`config.mk`:
```
export PLATFORM = sky130hd
export DESIGN_NAME = student_iic_target
export DESIGN_NICKNAME = d
export VERILOG_FILES = /design/src/rtl/student_iic_target.sv
export SDC_FILE = /design/constraint.sdc
export NUM_CORES = 1
export LEC_CHECK = 0
export CORE_MARGIN = 2
export CORE_UTILIZATION = 59
export CTS_CLUSTER_DIAMETER = 80
export DETAILED_ROUTE_END_ITERATION = 7
export GPL_TIMING_DRIVEN = 0
export PLACE_DENSITY = 0.85
export SLEW_MARGIN = 40
export SYNTH_ARGS = -nofsm -noshare
export SYNTH_HDL_FRONTEND = slang
export SYNTH_SLANG_ARGS = --single-unit
```
`constraint.sdc`:
```
create_clock -name clk_i -period 5.8 [get_ports clk_i]
set_input_delay 1.16 -clock clk_i [delete_from_list [all_inputs] [get_ports clk_i]]
set_output_delay 1.16 -clock clk_i [all_outputs]
set_load 0.02 [all_outputs]
```
`src/rtl/student_iic_target.sv`:
```
// I2C target for a single fixed 7-bit address; samples open-drain SCL/SDA on clk_i,
// ACKs by pulling SDA low, and never stretches the clock.
module student_iic_target #(
    parameter logic [6:0] ADDR = 7'h50
) (
    input  logic       clk_i,
    input  logic       rst_i,
    input  logic       scl_i,
    input  logic       sda_i,
    output logic       sda_oe,
    output logic       busy_o,
    output logic       addr_hit_o,
    output logic       rw_o,
    output logic       rx_valid_o,
    output logic [7:0] rx_data_o,
    output logic       tx_req_o,
    input  logic [7:0] tx_data_i
);

    typedef enum logic [2:0] {
        StIdle,
        StAddr,
        StAddrAck,
        StRxData,
        StRxAck,
        StTxData,
        StTxAck,
        StWaitStop
    } state_e;

    state_e      state;
    logic [1:0]  scl_s, sda_s;
    logic        scl_prev, sda_prev;
    logic [2:0]  bit_cnt;
    logic [1:0]  phase;
    logic [7:0]  sreg;

    logic        scl_rise, scl_fall, start_det, stop_det, sda_now;
    logic [7:0]  byte_in;

    // Synchronizers reset to 1 so an idle bus produces no spurious events.
    always_ff @(posedge clk_i or posedge rst_i) begin
        if (rst_i) begin
            scl_s    <= 2'b11;
            sda_s    <= 2'b11;
            scl_prev <= 1'b1;
            sda_prev <= 1'b1;
        end else begin
            scl_s    <= {scl_s[0], scl_i};
            sda_s    <= {sda_s[0], sda_i};
            scl_prev <= scl_s[1];
            sda_prev <= sda_s[1];
        end
    end

    always_comb begin
        sda_now   = sda_s[1];
        scl_rise  = scl_s[1] & ~scl_prev;
        scl_fall  = ~scl_s[1] & scl_prev;
        start_det = scl_s[1] & scl_prev & sda_prev & ~sda_s[1];
        stop_det  = scl_s[1] & scl_prev & ~sda_prev & sda_s[1];
        byte_in   = {sreg[6:0], sda_now};
    end

    always_ff @(posedge clk_i or posedge rst_i) begin
        if (rst_i) begin
            state      <= StIdle;
            bit_cnt    <= 3'd0;
            phase      <= 2'd0;
            sreg       <= 8'h00;
            sda_oe     <= 1'b0;
            busy_o     <= 1'b0;
            addr_hit_o <= 1'b0;
            rw_o       <= 1'b0;
            rx_valid_o <= 1'b0;
            rx_data_o  <= 8'h00;
            tx_req_o   <= 1'b0;
        end else begin
            addr_hit_o <= 1'b0;
            rx_valid_o <= 1'b0;
            tx_req_o   <= 1'b0;
            if (stop_det) begin
                state  <= StIdle;
                sda_oe <= 1'b0;
                busy_o <= 1'b0;
            end else if (start_det) begin
                state   <= StAddr;
                bit_cnt <= 3'd0;
                phase   <= 2'd0;
                sda_oe  <= 1'b0;
                busy_o  <= 1'b1;
            end else begin
                unique case (state)
                    StIdle: ;
                    StAddr: begin
                        if (scl_rise) begin
                            sreg    <= byte_in;
                            bit_cnt <= bit_cnt + 3'd1;
                            if (bit_cnt == 3'd7) begin
                                if (byte_in[7:1] == ADDR) begin
                                    addr_hit_o <= 1'b1;
                                    rw_o       <= byte_in[0];
                                    phase      <= 2'd0;
                                    state      <= StAddrAck;
                                end else begin
                                    state <= StWaitStop;
                                end
                            end
                        end
                    end
                    StAddrAck: begin
                        if (scl_fall) begin
                            if (phase == 2'd0) begin
                                sda_oe <= 1'b1;
                                phase  <= 2'd1;
                            end else if (rw_o) begin
                                tx_req_o <= 1'b1;
                                sreg     <= tx_data_i;
                                sda_oe   <= ~tx_data_i[7];
                                bit_cnt  <= 3'd0;
                                state    <= StTxData;
                            end else begin
                                sda_oe  <= 1'b0;
                                bit_cnt <= 3'd0;
                                state   <= StRxData;
                            end
                        end
                    end
                    StRxData: begin
                        if (scl_rise) begin
                            sreg    <= byte_in;
                            bit_cnt <= bit_cnt + 3'd1;
                            if (bit_cnt == 3'd7) begin
                                rx_data_o  <= byte_in;
                                rx_valid_o <= 1'b1;
                                phase      <= 2'd0;
                                state      <= StRxAck;
                            end
                        end
                    end
                    StRxAck: begin
                        if (scl_fall) begin
                            if (phase == 2'd0) begin
                                sda_oe <= 1'b1;
                                phase  <= 2'd1;
                            end else begin
                                sda_oe  <= 1'b0;
                                bit_cnt <= 3'd0;
                                state   <= StRxData;
                            end
                        end
                    end
                    StTxData: begin
                        if (scl_rise) begin
                            bit_cnt <= bit_cnt + 3'd1;
                            if (bit_cnt == 3'd7) begin
                                phase <= 2'd0;
                                state <= StTxAck;
                            end
                        end else if (scl_fall) begin
                            sreg   <= {sreg[6:0], 1'b0};
                            sda_oe <= ~sreg[6];
                        end
                    end
                    StTxAck: begin
                        // phase 0: release after bit0, 1: sample master ACK, 2: load next byte
                        if (phase == 2'd0 && scl_fall) begin
                            sda_oe <= 1'b0;
                            phase  <= 2'd1;
                        end else if (phase == 2'd1 && scl_rise) begin
                            if (sda_now) begin
                                state <= StWaitStop;
                            end else begin
                                phase <= 2'd2;
                            end
                        end else if (phase == 2'd2 && scl_fall) begin
                            tx_req_o <= 1'b1;
                            sreg     <= tx_data_i;
                            sda_oe   <= ~tx_data_i[7];
                            bit_cnt  <= 3'd0;
                            state    <= StTxData;
                        end
                    end
                    StWaitStop: sda_oe <= 1'b0;
                    default: state <= StIdle;
                endcase
            end
        end
    end

endmodule

```
==> impl_metrics.json <==
{
  "cts_sinks": 35,
  "yosysTopAreaCell": "dfrtp_1",
  "synth-simple-area-share": 0.172,
  "grt_max_degree": 36,
  "routed_wl_um": 4830,
  "p_sw_mw": 0.333,
  "start_util": 0.603,
  "synth_fa_ha_area_frac": 0.0177,
  "clockRootBuffer": "clkbuf_4",
  "p_int_mw": 0.567,
  "synth.area.top_cells": "dfrtp_1, mux2_2, dfstp_2",
  "placementRows": 21,
  "multi_input_area_sq_mm": 0.00102,
  "fin_tns_setup_ps": 0,
  "avgSynthCellArea_sq_um": 10.5,
  "relSlewSlack": 0.533,
  "final_nets": 235,
  "io_buffers": 25,
  "critPathCapture": "rw_o",
  "p_sw_frac": 0.370,
  "dieArea_sq_mm": 0.00384,
  "htreeDepth": 2,
  "worstSetupPathType": "flip-flop to primary output",
  "hold_class": "flip-flop to flip-flop",
  "finalWeightedCongestion": 0.911,
  "maxSlewViolCount": 0,
  "cp.buffers_inverters": 1,
  "final_antenna_net_count": 0,
  "yosysUniqueCellTypes": 50,
  "via_per_inst": 6.08,
  "synth_compound_area_frac": 0.174,
  "yosysWarnings": 0,
  "yosysSeqAreaShare": 0.446,
  "clk_path_buf_depth": 2,
  "antenna_found_initial": 0,
  "cap_violations": 0,
  "ctsResizeCount": 0,
  "core_sq_mm": 0.00328,
  "grt_pass1_wl_um": 7900,
  "p_leak_nw": 0.982,
  "path_max_fanout": 6,
  "dpl-instance-area_sq_mm": 0.00229,
  "synth.top_cell.area_share": 0.366,
  "cp_cell_sequence": "clkdlybuf4s50_1",
  "fin_area_sq_mm": 0.00237,
  "syn_area_sq_mm": 0.00198,
  "postCtsSetupBuffers": 0,
  "grt_usage": 0.285,
  "final_layout_size_suffix_gt1_frac": 0.248,
  "rrSetupSlack_ps": 3450,
  "critPathArrivalTime_ps": 1460,
  "pwr-share-clk": 0.204,
  "synth_seq_cells": 35,
  "die_width_um": 61.9,
  "synth.area.mux_share": 0.145,
  "worst_slew_pin_slew_ps": 699,
  "power_frac_seq": 0.381,
  "clk_pin_slew_worst_paths_ps": 100,
  "worstPathRequired_ps": 4640,
  "cp.depth": 1,
  "slowest_stage": "clkdlybuf4s50_1",
  "synth_most_common_cell": "dfrtp_1",
  "timing.rr.end": "sreg[3]",
  "finalSetupViolations": 0,
  "vias": 1629,
  "grt_overflow": 0,
  "maxClockFrequency_ghz": 0.381,
  "synthXorXnorAreaFrac": 0.00442,
  "rsz0062_at_grt": "no",
  "pwr_density_cell_mw_per_mm2": 379,
  "synth-edff-count": 0,
  "outcome": "finished clean",
  "diodes": 0,
  "crit_family": "buffers and inverters",
  "grt_pass1_vias": 1652,
  "power_frac_comb": 0.415,
  "skew_ps": 7.49,
  "synthTopCellsByCount": "dfrtp_1, mux2_2, nand2_1",
  "boundaryPins": 26,
  "hold_violations": 0,
  "wl_per_cell_um": 18.0,
  "crit_path_start_kind": "flip-flop",
  "min_period_ps": 2620,
  "cpPeakStageDelay_ps": 660,
  "reg2reg_depth": 5,
  "fp.dieH_um": 61.9,
  "r2r-start": "scl_prev",
  "cts_tree": "done",
  "ctsHoldBuffers": 0,
  "dr.pass1.iters": 4,
  "dr.first_iter.drc_count": 213,
  "crit_path_end_kind": "primary output",
  "synth-main-ff-cell": "dfrtp_1",
  "post-dp-hpwl_um": 3520,
  "vdd_ir_drop_max_mv": 0.228,
  "ys_async_sr_fraction": 1.00,
  "area_growth_pct": 19.9,
  "cts_made_buffers": 5,
  "synth_fp_nets": 203,
  "fillers": 255,
  "final-seq-area_sq_um": 883,
  "synth_top_family_by_area": "compound AO/OA/AOI/OAI gates",
  "fin_crit_sh": 0.452,
  "drc": 0,
  "startpoint": "rw_o",
  "clk_latency_ps": 340,
  "synthCells": 189
}
[final cells by class]
| cell class | count | area share |
|---|---|---|
| multi-input cells | 139 | 0.428 |
| flip-flops and latches | 35 | 0.372 |
| repair buffers | 25 | 0.105 |
| plain buffers | 10 | 0.0258 |
| well taps | 46 | 0.0242 |
| clock buffers | 6 | 0.0216 |
| clock inverters | 2 | 0.0148 |
| inverters | 5 | 0.00790 |
[kinds of logic after synthesis]
group	after synthesis
AO/OA/AOI/OAI	50
XOR/XNOR	1
adder cells (fa/ha/maj)	3
buffers and inverters	15
flip-flops	35
multiplexers	26
AND/OR/NAND/NOR	59
[how the worst min path moves through the flow]
stage	startpoint	end	slack, ps	cells past startpoint
2_1_floorplan	scl_s[0]	scl_s[1]	350	0
3_3_place_gp	scl_s[0]	scl_s[1]	350	0
3_5_place_dp	sda_s[0]	sda_s[1]	350	0
4_1_cts	sda_s[0]	sda_s[1]	360	0
5_1_grt	sda_s[0]	sda_s[1]	370	0
6_report	sda_s[0]	sda_s[1]	360	0
[power by group through the flow]
stage               registers, mW  logic [mW]  clock network, mW
floorplan                   0.336       0.276                  0
global placement            0.342       0.353                  0
detailed placement          0.347       0.368                  0
CTS                         0.342       0.370              0.188
global route                0.351       0.409              0.198
finish                      0.343       0.374              0.184
[sequential cells by signal (all words and copies together) (netlist names)]
signal,flops
sda_s,2
sreg,7
bit_cnt,3
state,3
scl_prev,1
rx_valid_o,1
addr_hit_o,1
sda_oe,1
rx_data_o,8
rw_o,1
scl_s,2
busy_o,1
sda_prev,1
tx_req_o,1
phase,2
[cell usage in the layout (no fill, tap or decap), types with 2 or more instances in the layout]
cell type	instances
nand3_1	2
clkdlybuf4s50_1	25
o211ai_1	4
buf_2	4
dfstp_2	6
a211oi_1	3
clkbuf_4	5
nor4_1	3
dfrtp_1	29
nand4b_1	3
o21ai_0	11
a31oi_1	4
a21oi_1	12
or2_2	5
mux2i_1	4
clkbuf_1	2
nor2b_1	2
inv_1	4
buf_6	2
ha_1	2
nor2_1	9
nand2b_1	4
a32o_1	2
mux2_2	22
nand2_1	17
o22ai_1	3
nor3_1	4
[through the flow]
stage	power (mW)	utilization	hold slack, ps	worst slack, ps	std cells
final	0.900	0.723	361	3180	268
after global routing	0.959	0.723	372	3150	268
after CTS	0.900	0.723	362	3190	268
after detailed placement	0.716	0.697	347	3470	260
after global placement	0.695	0.697	346	3200	260
after floorplan	0.612	-	345	3700	189
[routing by layer]
layer,wire (um),vias to the layer above,GRT usage
met2,2460,78,0.467
met3,332,12,0.0704
met1,1950,782,0.367
met4,87,0,0.103
li1,-,757,-
met5,0,-,0
No activity file was read; power rests on OpenSTA's default activity.
